`config.mk`:
```
export PLATFORM = sky130hd
export DESIGN_NAME = ddr2_arbiter
export DESIGN_NICKNAME = d
export VERILOG_FILES = /design/src/rtl/ddr2_arbiter.sv
export SDC_FILE = /design/constraint.sdc
export NUM_CORES = 1
export LEC_CHECK = 0
export BUFFER_PORTS_ARGS = -buffer_cell sky130_fd_sc_hd__buf_2
export CORE_AREA = 2 2 370 372
export CTS_CLUSTER_SIZE = 12
export DETAILED_ROUTE_END_ITERATION = 10
export DIE_AREA = 0 0 372 374
export SLEW_MARGIN = 25
export SYNTH_ARGS = -nofsm -noshare
export SYNTH_HDL_FRONTEND = slang
export SYNTH_SLANG_ARGS = --single-unit
```
`constraint.sdc`:
```
create_clock -name clk -period 2.13 [get_ports clk]
set_input_delay 0.1065 -clock clk [delete_from_list [all_inputs] [get_ports clk]]
set_output_delay 0.1065 -clock clk [all_outputs]
set_load 0.01 [all_outputs]
```
`src/rtl/ddr2_arbiter.sv`:
```
// Two-port arbiter sharing one DDR2 FIFO interface between the D$ (port 0) and I$ (port 1).
// Grants one whole transaction at a time and routes read beats only to the owner.
module ddr2_arbiter #(
   parameter bit PRIO_RR = 1'b1
) (
   input  logic         clk,
   input  logic         rst,
   input  logic [2:0]   p0_af_cmd_din,
   input  logic [30:0]  p0_af_addr_din,
   input  logic         p0_af_wr_en,
   input  logic [127:0] p0_wdf_din,
   input  logic [15:0]  p0_wdf_mask_din,
   input  logic         p0_wdf_wr_en,
   input  logic         p0_rdf_rd_en,
   output logic         p0_af_full,
   output logic         p0_wdf_full,
   output logic         p0_rdf_valid,
   output logic [127:0] p0_rdf_dout,
   input  logic [2:0]   p1_af_cmd_din,
   input  logic [30:0]  p1_af_addr_din,
   input  logic         p1_af_wr_en,
   input  logic [127:0] p1_wdf_din,
   input  logic [15:0]  p1_wdf_mask_din,
   input  logic         p1_wdf_wr_en,
   input  logic         p1_rdf_rd_en,
   output logic         p1_af_full,
   output logic         p1_wdf_full,
   output logic         p1_rdf_valid,
   output logic [127:0] p1_rdf_dout,
   input  logic         af_full,
   input  logic         wdf_full,
   input  logic         rdf_valid,
   input  logic [127:0] rdf_dout,
   output logic [2:0]   af_cmd_din,
   output logic [30:0]  af_addr_din,
   output logic         af_wr_en,
   output logic [127:0] wdf_din,
   output logic [15:0]  wdf_mask_din,
   output logic         wdf_wr_en,
   output logic         rdf_rd_en,
   output logic         owner,
   output logic         busy
);

   typedef enum logic [1:0] {StIdle, StWr2, StRd1, StRd2} state_e;

   state_e     r_state, w_state_d;
   logic       r_owner, w_owner_d;
   logic       r_last, w_last_d;
   logic       w_win, w_win_req, w_win_wr, w_accept, w_sel;
   logic [2:0] w_win_cmd;
   logic       w_own_wdf_en, w_own_rd_en, w_wdf_push, w_rdf_pop;

   always_comb begin
      if (p0_af_wr_en && p1_af_wr_en) w_win = PRIO_RR ? ~r_last : 1'b0;
      else                            w_win = p1_af_wr_en;
   end

   assign w_win_req = w_win ? p1_af_wr_en : p0_af_wr_en;
   assign w_win_cmd = w_win ? p1_af_cmd_din : p0_af_cmd_din;
   assign w_win_wr  = (w_win_cmd == 3'b000);
   // rst gates the grant so nothing is pushed while reset is held
   assign w_accept  = rst & w_win_req & ~af_full & (~w_win_wr | ~wdf_full);

   assign w_sel        = (r_state == StIdle) ? w_win : r_owner;
   assign af_cmd_din   = w_sel ? p1_af_cmd_din   : p0_af_cmd_din;
   assign af_addr_din  = w_sel ? p1_af_addr_din  : p0_af_addr_din;
   assign wdf_din      = w_sel ? p1_wdf_din      : p0_wdf_din;
   assign wdf_mask_din = w_sel ? p1_wdf_mask_din : p0_wdf_mask_din;
   assign w_own_wdf_en = r_owner ? p1_wdf_wr_en : p0_wdf_wr_en;
   assign w_own_rd_en  = r_owner ? p1_rdf_rd_en : p0_rdf_rd_en;

   assign p0_rdf_dout = rdf_dout;
   assign p1_rdf_dout = rdf_dout;
   assign owner       = r_owner;
   assign busy        = (r_state != StIdle);
   assign wdf_wr_en   = w_wdf_push;
   assign rdf_rd_en   = w_rdf_pop;

   always_comb begin
      w_state_d    = r_state;
      w_owner_d    = r_owner;
      w_last_d     = r_last;
      af_wr_en     = 1'b0;
      w_wdf_push   = 1'b0;
      w_rdf_pop    = 1'b0;
      p0_af_full   = 1'b1;
      p0_wdf_full  = 1'b1;
      p0_rdf_valid = 1'b0;
      p1_af_full   = 1'b1;
      p1_wdf_full  = 1'b1;
      p1_rdf_valid = 1'b0;
      unique case (r_state)
         StIdle: begin
            // beats arriving with no owner are drained and dropped
            w_rdf_pop = rdf_valid & rst;
            if (w_win) begin
               p1_af_full  = af_full;
               p1_wdf_full = w_win_wr ? wdf_full : 1'b1;
            end else begin
               p0_af_full  = af_full;
               p0_wdf_full = w_win_wr ? wdf_full : 1'b1;
            end
            if (w_accept) begin
               af_wr_en   = 1'b1;
               w_wdf_push = w_win_wr;
               w_owner_d  = w_win;
               w_last_d   = w_win;
               w_state_d  = w_win_wr ? StWr2 : StRd1;
            end
         end
         StWr2: begin
            w_rdf_pop  = rdf_valid;
            w_wdf_push = w_own_wdf_en & ~wdf_full;
            if (r_owner) p1_wdf_full = wdf_full;
            else         p0_wdf_full = wdf_full;
            if (w_wdf_push) w_state_d = StIdle;
         end
         StRd1, StRd2: begin
            w_rdf_pop = w_own_rd_en & rdf_valid;
            if (r_owner) p1_rdf_valid = rdf_valid;
            else         p0_rdf_valid = rdf_valid;
            if (w_rdf_pop) w_state_d = (r_state == StRd1) ? StRd2 : StIdle;
         end
         default: w_state_d = StIdle;
      endcase
   end

   always_ff @(posedge clk or negedge rst) begin
      if (!rst) begin
         r_state <= StIdle;
         r_owner <= 1'b0;
         r_last  <= 1'b1;
      end else begin
         r_state <= w_state_d;
         r_owner <= w_owner_d;
         r_last  <= w_last_d;
      end
   end

endmodule

```
Word-level counts from Yosys, hierarchy flattened
Cells that the tools add are included.
{ "word_totals": {"out_inout_bits": 445, "in_bits": 495, "regBits": 4} }
{ "classes": {"n_eq_ne": 6, "bitwise": 11, "muxes": 36, "n_reduce_logical": 7} }
{ "op_table": {"columns": ["operator", "n"], "rows": [
  ["2-to-1 mux 128 bit", 1],
  ["2-to-1 mux 31 bit", 1],
  ["2-to-1 mux 1 bit", 21],
  ["2-to-1 mux 16 bit", 1],
  ["2-to-1 mux 2 bit", 5],
  ["bitwise AND 1 bit", 6],
  ["2-to-1 mux 3 bit", 2],
  ["inequality test 2 bit (second input constant)", 3],
  ["one-hot mux 1 bit (2 select lines)", 3],
  ["one-hot mux 2 bit (3 select lines)", 1],
  ["== test 2 bit (second input constant)", 2],
  ["inverter 1 bit", 4],
  ["logical NOT 3 bit", 1],
  ["one-hot mux 1 bit (3 select lines)", 1],
  ["AND reduction 3 bit", 1],
  ["== test 2 x 1 -> 1 bit (second input constant)", 1],
  ["logical NOT 2 bit", 1],
  ["AND reduction 2 bit", 1],
  ["nonzero test 2 bit", 1],
  ["OR reduction 2 bit", 1],
  ["logical AND 1 bit", 1],
  ["bitwise OR 1 bit", 1]
]} }

Depth between registers and ports, before layout
Gate-level depths: netlist of run 1.
{ "depth": {"ltp_word": 9, "depth_mapped": 7} }

Worst setup path after synthesis of run 1
Ideal clock, no wire load.
{ "synth_timing": {"path_kind": "register to output", "from": "reg r_state[0]", "to": "out wdf_din[100]", "path_slack_ns": 0.222, "path_buffers": 4, "t_arrival_ns": 1.801, "path_stages_with_launch": 8, "required_ns": 2.024, "cell_sequence": "dfrtp_1 > buf_2 > or2_1 > buf_2 > mux2i_4 > buf_4 > buf_6 > mux2_1"} }
{ "synth_via": {"elab_chain_len": 3} }
{ "synth_lines": {"columns": ["element", "line", "text"], "rows": [
  ["start, declared", "47", "state_e r_state, w_state_d;"],
  ["start signal, assigned", "131", "r_state <= StIdle;"],
  ["start signal, assigned", "135", "r_state <= w_state_d;"],
  ["logical NOT 2 bit", "65", "assign w_sel = (r_state == StIdle) ? w_win : r_owner;"],
  ["2-to-1 mux 1 bit", "65", null],
  ["2-to-1 mux 128 bit", "68", "assign wdf_din = w_sel ? p1_wdf_din : p0_wdf_din;"],
  ["end, declared", "37", "output logic [127:0] wdf_din,"]
]} }
Every way passes these cells.

Worst setup path in the final report of run 1
{ "layout_timing": {"from": "reg r_state[1]", "to": "out wdf_din[95]"} }
The elaborated chain is that of the path after synthesis.

==> flow_summary.json, run 1 <==
{
  "tightestPinTransition_ns": 0.317,
  "rsz0062_at_grt": "yes",
  "yosysMostFrequentCell": "buf_4",
  "synth_area_leaders": "buf_4, mux2_1, mux2_2",
  "final_min_period_over_clock_period_pct": 105,
  "synth_top_cell_area_share_pct": 43.1,
  "end_kind": "output port",
  "root_buffer": "clkbuf_16",
  "timing.fmax_mhz": 449,
  "gp_congestion": 0.918,
  "min_period_ns": 2.23,
  "syn_area_um2": 4490,
  "cp.required_ns": 2.02,
  "cts_sinks": 4,
  "power_leakage_nw": 3.80,
  "grt_antenna_before_repair": 99,
  "cpMostUsedCell": "buf_12",
  "drt-vias-per-instance": 2.11,
  "routed-wl-met2_um": 31100,
  "areaGrowthSynthToFinish_pct": 93.6,
  "min_path_type": "in2out",
  "p_clk_share_pct": 3.3,
  "die_area_um2": 139000,
  "clk_pin_slew_ns": 0.03,
  "status": "complete, but fails checks",
  "layout-drive-gt1-share_pct": 87.7,
  "drv_cap": 0,
  "intPower_mw": 4.88,
  "setup_tns_ns": -7.58,
  "cp_max_fo": 8,
  "grt_usage_pct": 9.84,
  "yosys.area.top_type": "buf_4",
  "worst_path_max_delay_cell": "dfrtp_1",
  "io_buffers": 555,
  "seq_power_share_pct": 1.6,
  "fill_cells": 15900,
  "ys_ff_latch": 4,
  "start_kind": "flop",
  "max_stage_delay_ns": 0.37,
  "die_h_um": 374,
  "crit_arrival_ns": 2.12,
  "remaining_drc_errors": 0,
  "p_comb_share_pct": 95.1,
  "setup_viol": 155,
  "clock_skew_ns": 0.00175,
  "layout.nets": 1314,
  "vias": 5533,
  "peakVddDrop_uv": 985,
  "dr.max_layer_used": "met5",
  "die_w_um": 372,
  "clkLatencyLatePin_ns": 0.22,
  "yosysSeqAreaShare_pct": 2.26,
  "power_switching_mw": 4.25,
  "async_flop_share_pct": 100,
  "avgSynthCellArea_um2": 8.93,
  "cts_buffer_depth": 2,
  "synth_enable_flop_cells": 0,
  "cts_max_level": 1,
  "wl_met1_um": 23100,
  "rows": 135,
  "globalRouteOverflowTotal": 0,
  "relSlewSlack_pct": 78.6,
  "drv_slew": 0,
  "core-area_um2": 135000,
  "syn_inst": 503,
  "grt_pass1_vias": 5189,
  "wl_met3_um": 17000,
  "yosys_warnings": 0,
  "first_pass_iters": 4,
  "cts_tree": "yes",
  "initial_core_util_pct": 3.33,
  "timing.hold.ws_ns": 0.213,
  "yosys-top-cells-count": "buf_4, mux2_1, mux2_2, buf_6, buf_2",
  "first_iter_violations": 252,
  "crit_path_cell_trace": "or2_4 -> mux2i_4 -> buf_12 -> buf_12 -> buf_4 -> mux2_1 -> buf_2",
  "grt_pass1_wl_um": 82200,
  "cts_buffers": 3,
  "io_pins": 940,
  "crit_type": "reg2out",
  "ys.flop_type": "dfrtp_1",
  "ant_nets": 0,
  "final_util_pct": 6.44,
  "dp_hpwl_um": 69000,
  "p_sw_share_pct": 46.6,
  "dpl-instance-area_um2": 7650,
  "ys_types": 29,
  "wl_per_cell_um": 27.9,
  "routed_wl_um": 73100,
  "syn_nets": 998,
  "hold_viol_final": 0,
  "violations": "negative setup slack",
  "grt_max_degree": 24,
  "power_density_nw_per_um2": 1050,
  "final_area_um2": 8690,
  "fin_ws_ns": -0.0990
}
==> layer usage <==
layer | GRT usage, % | vias up
li1 | - | 2107
met1 | 9.38 | 2300
met2 | 15.4 | 843
met3 | 10.2 | 221
met4 | 0.639 | 62
met5 | 0.105 | -
==> placed cells by master (no fill, tap or decap), drive strengths merged <==
cell type / count
a21boi: 2
a21o: 3
a22o: 1
and3: 1
buf: 585
clkbuf: 7
dfrtp: 3
dfstp: 1
diode: 25
dlygate4sd3: 1
inv: 4
mux2: 179
mux2i: 3
nand2: 5
nand3: 4
nor2: 4
nor2b: 1
nor3: 3
nor3b: 1
o211ai: 1
o21ai: 2
o21bai: 1
o221a: 1
o41ai: 1
or2: 1
or3: 3
==> area by class of cell <==
type | instances | area, um^2 | area share [%]
clock buffers | 4 | 78.8 | 0.907
inverters | 4 | 15.0 | 0.173
flip-flops and latches | 4 | 101 | 1.17
diodes | 25 | 62.6 | 0.720
repair buffers | 589 | 3730 | 42.9
well taps | 1781 | 2230 | 25.6
multi-input cells | 217 | 2480 | 28.5
==> worst paths after layout <==
check / cells past startpoint / start / slack (ns) / endpoint
hold reg to reg: 1 / r_last$_DFFE_PN1P_ / 0.51 / r_last$_DFFE_PN1P_
setup / recovery: 7 / r_state[1]$_DFFE_PN0P_ / -0.1 / wdf_din[95]
max in group asynchronous: 2 / rst / 1.53 / r_last$_DFFE_PN1P_
setup reg to reg: 4 / r_state[1]$_DFFE_PN0P_ / 0.52 / r_state[0]$_DFFE_PN0P_
hold / removal: 0 / rdf_dout[124] / 0.21 / p0_rdf_dout[124]
min in group asynchronous: 2 / rst / 0.34 / r_state[0]$_DFFE_PN0P_
==> registers in the layout (all words and copies together) (netlist names) <==
register  count
r_state       2
owner         1
r_last        1
==> stage by stage <==
stage                     total power [mW]  cells  setup slack, ns
after floorplan                       4.17    503            0.222
after global placement                7.09   2583           0.0878
after detailed placement              7.18   2583           0.0547
after CTS                             9.13   2596           -0.126
after global routing                  9.73   2601           -0.176
final                                 9.13   2624          -0.0990
==> cells by family (layout without fill, tap and decap cells) <==
group           count (synthesis)  after routing  share of synthesized area (%)
flops                           4              4                           2.26
mux                           182            182                           45.8
simple gates                   23             23                           2.54
other cells                     0             25                              0
buf+inv                       282            597                           47.3
compound gates                 12             12                           2.03
==> power groups by stage <==
| stage | combinational, mW | sequential [mW] | clock, mW |
|---|---|---|---|
| floorplan | 4.03 | 0.147 | 0 |
| global placement | 6.95 | 0.140 | 0 |
| detailed placement | 7.03 | 0.144 | 0 |
| CTS | 8.68 | 0.145 | 0.307 |
| global route | 9.26 | 0.150 | 0.318 |
| finish | 8.68 | 0.146 | 0.299 |
==> worst max-delay path, delay by kind of cell (launching register included) <==
family        cells  cell delay, ns
buf+inv           4            0.67
mux               2            0.53
flops             1            0.37
simple gates      1            0.28
==> repair_timing <==
| action | 4_1_cts | 5_1_grt |
|---|---|---|
| gates cloned | 2 | 3 |
| hold endpoints to repair | 4 | 0 |
| setup endpoints to repair | 169 | 179 |
| hold buffers | 1 | 0 |
| buffers inserted | 6 | 1 |
| gates resized for setup | 168 | 33 |
(Power assumes the default switching activity.)
==> inputs of run 2 (changes only) <==
==> config.mk (replaced) <==
export PLATFORM = sky130hd
export DESIGN_NAME = ddr2_arbiter
export DESIGN_NICKNAME = d
export VERILOG_FILES = /design/src/rtl/ddr2_arbiter.sv
export SDC_FILE = /design/constraint.sdc
export NUM_CORES = 1
export LEC_CHECK = 0
export ABC_AREA = 1
export BUFFER_PORTS_ARGS = -buffer_cell sky130_fd_sc_hd__buf_2
export CELL_PAD_IN_SITES_DETAIL_PLACEMENT = 0
export CELL_PAD_IN_SITES_GLOBAL_PLACEMENT = 1
export CORE_AREA = 2 2 363 365
export CTS_CLUSTER_SIZE = 12
export DETAILED_ROUTE_END_ITERATION = 10
export DIE_AREA = 0 0 365 367
export PLACE_DENSITY_LB_ADDON = 0.1
export SLEW_MARGIN = 20
export SYNTH_ARGS = -nofsm -noshare
export SYNTH_HDL_FRONTEND = slang
export SYNTH_SLANG_ARGS = --single-unit
==> run 2 against run 1 <==
Effect of this change:
- the run still ends with negative setup slack left
- worst setup slack gained 0.085 ns
- power grew 64%
- routed wire length shrank 29%
- sequential power grew 7%
- clock skew grew 0.0016 ns
- critical path depth grew 4
- synthesized area grew 7.9%
- register-to-register slack lost 0.15 ns
- count of clock-buffer cells in the layout is the same
- critical endpoint is now wdf_din[9]
==> flow_summary.json, run 2 <==
{
  "status": "complete, but fails checks",
  "violations": "negative setup slack",
  "end_kind": "output port",
  "timing.hold.ws_ns": 0.213,
  "power_density_nw_per_um2": 1500,
  "grt_pass1_vias": 6956,
  "largest_reg_flops": 2,
  "cts_buffer_depth": 2,
  "first_iter_violations": 146,
  "die_w_um": 365,
  "ant_nets": 0,
  "final_area_um2": 9950,
  "cts_sinks": 4,
  "drv_cap": 0,
  "hold_viol_final": 0,
  "grt_antenna_before_repair": 26,
  "syn_area_um2": 4840,
  "crit_path_cell_trace": "nand2_2 -> nand2_2 -> nor2_4 -> a21oi_4 -> buf_12 -> buf_16 -> buf_16 -> buf_12 -> buf_6 -> o21ai_2 -> buf_2",
  "cts_buffers": 3,
  "io_pins": 940,
  "initial_core_util_pct": 3.71,
  "final_common_cell": "buf_2",
  "power_leakage_nw": 5.05,
  "yosysMostFrequentCell": "buf_4",
  "top_register": "r_state",
  "layout.nets": 1730,
  "layout_common_cells": "buf_2, inv_1, nand2_1",
  "grt_usage_pct": 7.06,
  "fin_ws_ns": -0.0136,
  "yosys.area.top_type": "buf_4",
  "synth_top_cell_area_share_pct": 40.8,
  "layout-drive-gt1-share_pct": 62.9,
  "crit_arrival_ns": 2.04,
  "cts_max_level": 1,
  "root_buffer": "clkbuf_16",
  "areaGrowthSynthToFinish_pct": 105,
  "dp.cells": 2952,
  "final_min_period_over_clock_period_pct": 101,
  "ys_types": 19,
  "path_buf_inv": 6,
  "vias": 6617,
  "clkLatencyLatePin_ns": 0.22,
  "drv_slew": 0,
  "die_area_um2": 134000,
  "yosysSeqAreaShare_pct": 2.09,
  "remaining_drc_errors": 0,
  "setup_viol": 8,
  "worst_path_max_delay_cell": "dfstp_2",
  "yosys_warnings": 0,
  "yosys-top-cells-count": "buf_4, nand2_1, inv_1, o21ai_0, o21ai_1",
  "tightestPinTransition_ns": 0.369,
  "syn_nets": 1391,
  "min_path_type": "in2out",
  "gp_congestion": 0.720,
  "drt-vias-per-instance": 2.21,
  "dp_hpwl_um": 45200,
  "place_ws_ns": -0.278,
  "min_period_ns": 2.14,
  "rsz0062_at_grt": "yes",
  "first_pass_iters": 4,
  "wl_per_cell_um": 17.5,
  "grt_max_degree": 28,
  "ys_ff_latch": 4,
  "dpl-instance-area_um2": 8040,
  "relSlewSlack_pct": 75.3,
  "ys.flop_type": "dfrtp_1",
  "io_buffers": 555,
  "final_cells": 2992,
  "routed_wl_um": 52200,
  "peakVddDrop_uv": 561,
  "die_h_um": 367,
  "clock_skew_ns": 0.00339,
  "clk_pin_slew_ns": 0.03,
  "cp_top_family": "buffers and inverters",
  "async_flop_share_pct": 100,
  "max_stage_delay_ns": 0.53,
  "rows": 133,
  "grt_pass1_wl_um": 64200,
  "cp_max_fo": 8,
  "cts_tree": "yes",
  "core-area_um2": 130000,
  "synth_enable_flop_cells": 0,
  "timing.fmax_mhz": 467,
  "cp.required_ns": 2.02,
  "globalRouteOverflowTotal": 0,
  "start_kind": "flop",
  "syn_inst": 896,
  "setup_tns_ns": -0.0563,
  "reg2reg_slack_ns": 0.37,
  "avgSynthCellArea_um2": 5.41,
  "synth_area_leaders": "buf_4, nand2_1, inv_1",
  "crit_type": "reg2out"
}
==> run 2: changes by cell type in the layout (fill, tap and decap cells not counted), sizes merged, moves of 2 or more <==
| cell | previous run | this run |
|---|---|---|
| nor2 | 4 | 9 |
| inv | 4 | 189 |
| clkbuf | 7 | 16 |
| nand2 | 5 | 198 |
| a21oi | 0 | 3 |
| or3 | 3 | 0 |
| o21ai | 2 | 185 |
| buf | 585 | 616 |
| mux2i | 3 | 0 |
| nand3 | 4 | 8 |
| a21o | 3 | 0 |
| mux2 | 179 | 0 |
| a21boi | 2 | 0 |
| diode | 25 | 3 |
==> run 2: area by class of cell <==
cell class / instances / area [um^2]
Tap cell: 1755 / 2200
Sequential cell: 4 / 101
Multi-Input combinational cell: 408 / 2480
Inverter: 189 / 712
Fill cell: 15700 / 121000
Antenna cell: 3 / 7.51
Clock buffer: 4 / 78.8
Timing Repair Buffer: 629 / 4370
==> run 2: what timing repair did <==
action	CTS	global route
hold buffers	1	0
setup buffers	8	7
gates cloned	10	11
setup endpoints to repair	108	145
pin swaps	3	4
hold endpoints to repair	4	0
gates resized for setup	233	170
==> run 2: path summary, 6_finish.rpt <==
check                                         from                endpoint  cells after the start
max in group asynchronous                      rst      r_last$_DFFE_PN1P_                      2
worst min register to register  r_last$_DFFE_PN1P_      r_last$_DFFE_PN1P_                      2
min in group asynchronous                      rst  r_state[0]$_DFFE_PN0P_                      2
worst max register to register  r_last$_DFFE_PN1P_  r_state[1]$_DFFE_PN0P_                     11
worst max-delay path            r_last$_DFFE_PN1P_              wdf_din[9]                     11
worst min-delay path                  rdf_dout[93]         p1_rdf_dout[93]                      0
==> run 2: power breakdown <==
part | leakage (nW) | total (mW) | internal [mW] | switching (mW)
logic | 4.96 | 14.5 | 6.46 | 8.02
clock network | 0.0382 | 0.299 | 0.247 | 0.0516
registers | 0.0465 | 0.156 | 0.121 | 0.0353
==> run 2: metal layers <==
metal / GRT usage (%) / wire [um] / up-vias
met1: 7.40 / 19600 / 2843
met3: 3.02 / 5590 / 126
li1: - / - / 3110
met4: 1.51 / 1290 / 42
met2: 12.9 / 25300 / 496
met5: 0.617 / 392 / -
==> run 2: metrics by stage <==
step | power [mW] | util [%]
global placement | 10.3 | 6.16
finish | 14.9 | 7.63
global route | 16.3 | 7.62
floorplan | 4.94 | -
CTS | 13.7 | 6.99
detailed placement | 10.3 | 6.16
==> run 2: logic make-up (layout without fill, tap and decap cells) <==
kind of cell / after synthesis / after routing / synth area share, %
buffers and inverters: 484 / 822 / 60.4
AO/OA/AOI/OAI: 190 / 190 / 20.0
flip-flops: 4 / 4 / 2.09
AND/OR/NAND/NOR: 218 / 218 / 17.5
other: 0 / 3 / 0
